## src/rtl/lp_serializer_pkg.sv

```systemverilog
// Shared types and constants for the serializer scheduler: state encoding,
// word width and the tree-order bit permutation feeding the serializer.
package lp_serializer_pkg;

  localparam int WORD_W = 16;

  typedef enum logic [1:0] {
    IDLE  = 2'd0,
    RUN   = 2'd1,
    CLEAR = 2'd2
  } state_e;

  // Output bit k of the permuted word takes input bit PERM[k].
  localparam logic [3:0] PERM [WORD_W] = '{
    4'd1, 4'd9, 4'd13, 4'd5, 4'd7, 4'd15, 4'd3, 4'd11,
    4'd4, 4'd12, 4'd0, 4'd8, 4'd10, 4'd2, 4'd6, 4'd14
  };

  function automatic logic [WORD_W-1:0] permute(input logic [WORD_W-1:0] w);
    logic [WORD_W-1:0] r;
    r = '0;
    for (int k = 0; k < WORD_W; k++) begin
      r[k] = w[PERM[k]];
    end
    return r;
  endfunction

endpackage

```

## src/rtl/lp_rr_arbiter.sv

```systemverilog
// Combinational round-robin pick: first valid requester at or above rr_ptr,
// wrapping around; returns one-hot grant, its index and an any-valid flag.
module lp_rr_arbiter #(
  parameter  int NUM_REQ = 4,
  localparam int IDX_W   = $clog2(NUM_REQ)
) (
  input  logic [NUM_REQ-1:0] valid_i,
  input  logic [IDX_W-1:0]   rr_ptr_i,
  output logic [NUM_REQ-1:0] grant_o,
  output logic [IDX_W-1:0]   idx_o,
  output logic               any_o
);

  logic [IDX_W-1:0] cand;

  always_comb begin
    grant_o = '0;
    idx_o   = '0;
    any_o   = 1'b0;
    cand    = '0;
    for (int off = 0; off < NUM_REQ; off++) begin
      cand = IDX_W'((int'(rr_ptr_i) + off) % NUM_REQ);
      if (!any_o && valid_i[cand]) begin
        any_o         = 1'b1;
        idx_o         = cand;
        grant_o[cand] = 1'b1;
      end
    end
  end

endmodule

```

## src/rtl/lp_serializer_sched.sv

```systemverilog
// Round-robin front end for the tree serializer: grants one word, holds it
// permuted on par_out_o for RUN_CYCLES, then drives zero for CLEAR_CYCLES.
module lp_serializer_sched
  import lp_serializer_pkg::*;
#(
  parameter  int NUM_REQ      = 4,
  parameter  int RUN_CYCLES   = 21,
  parameter  int CLEAR_CYCLES = 7,
  localparam int IDX_W        = $clog2(NUM_REQ),
  localparam int CNT_MAX      = (RUN_CYCLES > CLEAR_CYCLES) ? RUN_CYCLES : CLEAR_CYCLES,
  localparam int CNT_W        = $clog2(CNT_MAX + 1)
) (
  input  logic                      clk_i,
  input  logic                      rst_ni,
  input  logic [NUM_REQ-1:0]        req_valid_i,
  input  logic [WORD_W*NUM_REQ-1:0] req_data_i,
  output logic [NUM_REQ-1:0]        req_ready_o,
  input  logic                      hold_i,
  output logic [WORD_W-1:0]         par_out_o,
  output logic                      frame_start_o,
  output logic                      frame_done_o,
  output logic [IDX_W-1:0]          grant_id_o,
  output logic                      busy_o
);

  state_e             state_q, state_d;
  logic [CNT_W-1:0]   cnt_q, cnt_d;
  logic [WORD_W-1:0]  par_q, par_d;
  logic [IDX_W-1:0]   ptr_q, ptr_d;
  logic [IDX_W-1:0]   gid_q, gid_d;
  logic               start_q, start_d;
  logic               done_q, done_d;
  logic               busy_q, busy_d;

  logic [NUM_REQ-1:0] arb_grant;
  logic [IDX_W-1:0]   arb_idx;
  logic               arb_any;
  logic               grant_ok;

  lp_rr_arbiter #(.NUM_REQ(NUM_REQ)) u_arb (
    .valid_i  (req_valid_i),
    .rr_ptr_i (ptr_q),
    .grant_o  (arb_grant),
    .idx_o    (arb_idx),
    .any_o    (arb_any)
  );

  // The accept strobe is the only combinational output: zero-latency grant.
  assign grant_ok    = (state_q == IDLE) && !hold_i && arb_any;
  assign req_ready_o = grant_ok ? arb_grant : '0;

  always_comb begin
    state_d = state_q;
    cnt_d   = cnt_q;
    par_d   = par_q;
    ptr_d   = ptr_q;
    gid_d   = gid_q;
    start_d = 1'b0;
    case (state_q)
      IDLE: begin
        if (grant_ok) begin
          state_d = RUN;
          cnt_d   = CNT_W'(RUN_CYCLES - 1);
          par_d   = permute(req_data_i[arb_idx*WORD_W +: WORD_W]);
          gid_d   = arb_idx;
          ptr_d   = IDX_W'((int'(arb_idx) + 1) % NUM_REQ);
          start_d = 1'b1;
        end
      end
      RUN: begin
        if (cnt_q == '0) begin
          state_d = CLEAR;
          cnt_d   = CNT_W'(CLEAR_CYCLES - 1);
          par_d   = '0;
        end else begin
          cnt_d = cnt_q - CNT_W'(1);
        end
      end
      CLEAR: begin
        if (cnt_q == '0) begin
          state_d = IDLE;
        end else begin
          cnt_d = cnt_q - CNT_W'(1);
        end
      end
      default: begin
        state_d = IDLE;
        cnt_d   = '0;
        par_d   = '0;
      end
    endcase
    // Done marks the final CLEAR cycle, so it is registered one cycle ahead.
    done_d = (state_d == CLEAR) && (cnt_d == '0);
    busy_d = (state_d != IDLE);
  end

  always_ff @(posedge clk_i or negedge rst_ni) begin
    if (!rst_ni) begin
      state_q <= IDLE;
      cnt_q   <= '0;
      par_q   <= '0;
      ptr_q   <= '0;
      gid_q   <= '0;
      start_q <= 1'b0;
      done_q  <= 1'b0;
      busy_q  <= 1'b0;
    end else begin
      state_q <= state_d;
      cnt_q   <= cnt_d;
      par_q   <= par_d;
      ptr_q   <= ptr_d;
      gid_q   <= gid_d;
      start_q <= start_d;
      done_q  <= done_d;
      busy_q  <= busy_d;
    end
  end

  assign par_out_o     = par_q;
  assign frame_start_o = start_q;
  assign frame_done_o  = done_q;
  assign grant_id_o    = gid_q;
  assign busy_o        = busy_q;

endmodule

```

## config.mk

```make
export PLATFORM = sky130hd
export DESIGN_NAME = lp_serializer_sched
export DESIGN_NICKNAME = d
export VERILOG_FILES = /design/src/rtl/lp_serializer_pkg.sv /design/src/rtl/lp_rr_arbiter.sv /design/src/rtl/lp_serializer_sched.sv
export SDC_FILE = /design/constraint.sdc
export NUM_CORES = 1
export LEC_CHECK = 0
export CAP_MARGIN = 25
export CORE_UTILIZATION = 50
export CTS_BUF_LIST = sky130_fd_sc_hd__clkbuf_4
export DETAILED_ROUTE_END_ITERATION = 6
export HOLD_SLACK_MARGIN = 0.06
export PLACE_DENSITY = 0.89
export SYNTH_ARGS = -nofsm -noshare
export SYNTH_HDL_FRONTEND = slang
export SYNTH_SLANG_ARGS = --single-unit
```

## constraint.sdc

```tcl
create_clock -name clk_i -period 8.86 [get_ports clk_i]
set_input_delay 1.772 -clock clk_i [delete_from_list [all_inputs] [get_ports clk_i]]
set_output_delay 1.772 -clock clk_i [all_outputs]
set_load 0.02 [all_outputs]
```

Word level (Yosys, flattened, before mapping)
Index checks and enable logic that the tools add are counted.

Output and inout bits: 25. Flip-flop bits (word level): 30. Word-level logic and storage cells: 93.

Mux-type cells: 42. Bitwise operators: 4. Reductions and logical operators: 20. Add/subtract/negate cells: 5. $lt $le $gt $ge: 8. Shifts and indexed selects: 1. Equality and inequality tests: 5.

Operator list (number): $shiftx A64 B7 Y16 (1); $pmux W16 S3 (1); $mux W16 (2); $mux W4 (5); $mux W5 (3); $pmux W5 S3 (1); $mux W1 (14); $mux W2 (7); $lt A2 B3 Y1 const B (4); $or A4 B4 Y4 (3); $logic_and A1 B1 Y1 (10); $logic_not A5 Y1 (2); $bmux W1 S2 (4); $demux W1 S2 (4); $ge A2 B1 Y1 const B (4); $pmux W2 S3 (1); $sub A5 B1 Y5 const B (1); $add A2 B1 Y2 const B (2); $add A2 B2 Y2 const B (2); $eq A2 B2 Y1 const B (2); $logic_not A1 Y1 (4); $ne A2 B2 Y1 const B (2); $reduce_and A3 Y1 (1); $eq A2 B1 Y1 const B (1); other kinds (4) (4).

Logic depth before layout (Yosys ltp)
Depth after elaboration: 17. Gate-level depth with buffers: 13.

By module
From an unflattened synthesis, not the netlist that was laid out.

Cells, all modules: 215. Area, all modules: 2285.9 um^2.

Modules (own cells, without submodules): lp_serializer_sched (area an instance 1864.3 um^2, cells each 170, times used 1); lp_rr_arbiter (area an instance 421.7 um^2, cells each 45, times used 1).

Worst setup path after synthesis
OpenSTA, ideal clock, no wires.

Path type: in2out. Start point: input port req_valid_i[2]. End point: output port req_ready_o[0]. Cell stages on the path: 8. Path buffers: 2. Data required time: 7.088 ns. Data arrival time: 3.176 ns. Path slack: 3.912 ns. Cells stage by stage: buf_6 mux4_2 nor2b_1 buf_6 a22oi_1 nor2_1 a221oi_1 nor2_1.

Longest elaborated chain between the ends: 14. Elaborated cells between the ends (all ways): 27. Classes of those cells: mux: 17; bitwise: 3; reduce/logical: 7.

Ends and longest elaborated chain: start: declaration (line lp_serializer_sched.sv:15) `input logic [NUM_REQ-1:0] req_valid_i,`; $bmux W1 S2 (line lp_rr_arbiter.sv:23) `if (!any_o && valid_i[cand]) begin`; $mux W1 (implied by the code) (line lp_rr_arbiter.sv:23); $mux W1 (line lp_rr_arbiter.sv:23); $logic_not A1 Y1 (line lp_rr_arbiter.sv:23); $logic_and A1 B1 Y1 (line lp_rr_arbiter.sv:23); $mux W1 (line lp_rr_arbiter.sv:23); $logic_not A1 Y1 (line lp_rr_arbiter.sv:23); $logic_and A1 B1 Y1 (line lp_rr_arbiter.sv:23); $mux W1 (line lp_rr_arbiter.sv:23); $logic_not A1 Y1 (line lp_rr_arbiter.sv:23); $logic_and A1 B1 Y1 (line lp_rr_arbiter.sv:23); $mux W1 (line lp_rr_arbiter.sv:23); $logic_and A1 B1 Y1 (line lp_serializer_sched.sv:49) `assign grant_ok = (state_q == IDLE) && !hold_i && arb_any;`; $mux W4 (*) (line lp_serializer_sched.sv:50) `assign req_ready_o = grant_ok ? arb_grant : '0;`; end: declaration (line lp_serializer_sched.sv:17) `output logic [NUM_REQ-1:0] req_ready_o,`.

Mark *: on every way between the ends. The rest lies on a longest branch, timed or not. The select of a mux whose other input is x is not followed.

Final worst setup path
Start point: input port req_valid_i[2]. End point: output port req_ready_o[2].

Same word-level chain as after synthesis.

==> flow_summary_export.csv <==
group,metric,value,unit
drt,vias_per_cell,5.94,
critical_path,critPathLaunch,"req_valid_i[2]",
yosys,ys_async_sr_fraction,1.00,
sta,setup_tns,0,ns
drt,dr.pass1.iters,5,
critical_path,rr_startpoint,"ptr_q[0]$_DFFE_PN0P_",
die,rows,25,
yosys,yosys.area.top_type,"dfrtp_1",
global_route,track_usage,0.275,
sta,min_period,6.35,ns
critical_path,cp_slowest_cell,"clkdlybuf4s50_1",
cells_and_area,drive_above_1_share,0.0942,
cells_and_area,layout_common_cells,"clkdlybuf4s50_1, nand2_1, dfrtp_1",
cts,cts_max_level,2,
sta,tightest_slew,0.883,ns
power,p_clk_frac,0.074,
drt,drtIter0Drc,126,
drt,vias,2668,
cells_and_area,final_core_util,0.731,
die,chipHeight,73.8,um
global_route,grt_max_degree,31,
die,io_pins,96,
yosys,syn-cell-area,2570,um^2
cts,cts.sinks,30,
critical_path,crit_type,"in2out",
power,comb_power_share,0.697,
drt,wl_per_cell,16.7,um
cts,cts_root_buffer,"clkbuf_4",
cts,postCtsSetupRepairBufs,0,
cts,ctsHoldBuffers,0,
die,core,4850,um^2
yosys,ys_seq_area_frac,0.292,
sta,fin_crit_sh,0.716,
yosys,ys_warn_count,0,
power,power_frac_seq,0.229,
drt,drtAntennaViolNets,0,
global_route,grt_pass1_vias,2426,
cts,cts_tree,"done",
sta,finClkSkew,0.00986,ns
yosys,netlist_instances,297,
cells_and_area,nets,462,
cts,cts-resized-gates,0,
yosys,avgSynthCellArea,8.67,um^2
power,ir_worst_vdd,0.174,mV
place,dp_hpwl,5380,um
yosys,netlist.area_leader.share,0.292,
sta,hold_viol,0,
yosys,synth.top_cells.by_area,"dfrtp_1, mux2i_1, nand2_1, a211o_1, ha_1",
place,io_buffers,95,
critical_path,path_cells,"clkdlybuf4s50_1 -> mux4_2 -> nor2b_1 -> a22oi_1 -> nor2_1 -> a221oi_1 -> nor2_1 -> clkdlybuf4s50_1",
critical_path,r2r_cells,8,
yosys,ys_ff_latch,30,
power,power_density,318,nW/um^2
sta,setup_viol,0,
critical_path,cp-start-kind,"input port",
cells_and_area,fin_cells,449,
job,maxCapViolCount,0,
sta,holdWs,0.508,ns
die,initial_core_util,0.531,
power,p_leak,1.62,nW
cts,clk_latency,0.34,ns
sta,slew_headroom,0.394,
cts,cts_buffers,5,
die,dieArea,5440,um^2
worst_hold_path,hp-class,"reg2reg",
power,switching_power,535,uW
global_route,grt_pass1_wl,11300,um
drt,drt-total-wl,7480,um
critical_path,r2r_end,"par_out_o[15]$_DFFE_PN0P_",
critical_path,crit_required,7.09,ns
critical_path,arrival,4.57,ns
yosys,synth-edff-count,0,
cts,cts.clk_slew.worst_paths,0.10,ns
power,switching_share,0.474,
critical_path,rrSetupSlack,4.77,ns
cells_and_area,area_growth,37.6,%
cells_and_area,antennaDiodeCount,0,
critical_path,critPathMaxFanout,9,
critical_path,crit_path_end,"req_ready_o[2]",
place,placed_cells,441,
cts,cts_max_path_buffers,2,
yosys,ys_types,51,
drt,drc,0,
power,power.total,1.13,mW
global_route,antenna_found_initial,0,
sta,drv_slew,0,
cells_and_area,final_common_cell,"clkdlybuf4s50_1",
power,cell_internal_pwr,593,uW
place,gp_congestion,0.869,
yosys,yosys_most_used_dff,"dfrtp_1",
sta,fmax,158,MHz
critical_path,critPathCaptureType,"primary output",
yosys,synthesis.nets,378,
global_route,overflow,0,
run_status,status,"finished clean",
critical_path,slowest_delay,0.62,ns
sta,rsz0062_at_grt,"false",
die,die_width,73.8,um
==> critical path: cells and delay by family <==
kind / cells / cell delay [ns]
simple gates: 3 / 0.83
compound gates: 2 / 0.20
buf+inv: 2 / 1.16
mux: 1 / 0.60
==> area by class of cell <==
type,instances,area (um^2)
fillers,369,1310
repair buffers,97,970
flip-flops and latches,30,751
multi-input cells,237,1650
inverters,10,37.5
clock inverters,2,8.76
well taps,67,83.8
clock buffers,6,45.0
==> worst min-delay path by stage <==
stage,end,from,slack [ns],depth (start not counted)
2_1_floorplan,cnt_q[4]$_DFF_PN0_,cnt_q[4]$_DFF_PN0_,0.51,2
3_3_place_gp,grant_id_o[0]$_DFFE_PN0P_,grant_id_o[0]$_DFFE_PN0P_,0.48,2
3_5_place_dp,grant_id_o[0]$_DFFE_PN0P_,grant_id_o[0]$_DFFE_PN0P_,0.48,2
4_1_cts,grant_id_o[0]$_DFFE_PN0P_,grant_id_o[0]$_DFFE_PN0P_,0.51,2
5_1_grt,grant_id_o[0]$_DFFE_PN0P_,grant_id_o[0]$_DFFE_PN0P_,0.54,2
6_report,grant_id_o[0]$_DFFE_PN0P_,grant_id_o[0]$_DFFE_PN0P_,0.51,2
==> power groups by stage <==
stage	Sequential (mW)	Clock, mW	Combinational, mW
CTS	0.257	0.0849	0.785
detailed placement	0.260	0	0.782
floorplan	0.286	0	0.550
global route	0.267	0.0916	0.853
finish	0.259	0.0835	0.786
global placement	0.256	0	0.755
==> per-stage QoR <==
stage / worst slack [ns] / area [um^2]
after floorplan: 3.91 / 2570
after global placement: 2.68 / 3480
after detailed placement: 2.55 / 3490
after CTS: 2.53 / 3540
after global routing: 2.29 / 3540
final: 2.51 / 3540
==> routing by layer <==
layer	part of all wire	vias to the layer above	global-route usage	routed length [um]
li1	-	1236	-	-
met1	0.42	1281	0.351	3130
met2	0.49	124	0.449	3660
met3	0.054	27	0.0412	400
met4	0.039	0	0.147	288
met5	0	-	0	0
==> synth_stat cells, types with 4 or more instances <==
cell and count:
nand2_1 53, dfrtp_1 30, mux2i_1 22, a21oi_1 19, nor2_1 19, a211o_1 15, o21ai_0 15, ha_1 10
mux2_2 10, clkbuf_1 9, inv_1 9, o21ai_1 8, a22oi_1 6, buf_6 6, mux2_4 6, a221oi_1 4
nand3_1 4, nor2b_1 4
==> kinds of logic (layout without fill, tap and decap cells) <==
family / Yosys count / count (layout) / share of synthesized area
compound gates: 84 / 84 / 0.221
fa+ha+maj: 10 / 10 / 0.0486
simple gates: 102 / 102 / 0.185
mux: 40 / 40 / 0.182
flops: 30 / 30 / 0.292
buf+inv: 30 / 115 / 0.0685
xor+xnor: 1 / 1 / 0.00340
==> registers in the layout (all words and copies together), names as in the netlist <==
name,cells
frame_start_o,1
par_out_o,16
state_q,2
ptr_q,2
frame_done_o,1
grant_id_o,2
cnt_q,5
busy_o,1
Note: power is estimated with default switching activity, not from simulation.
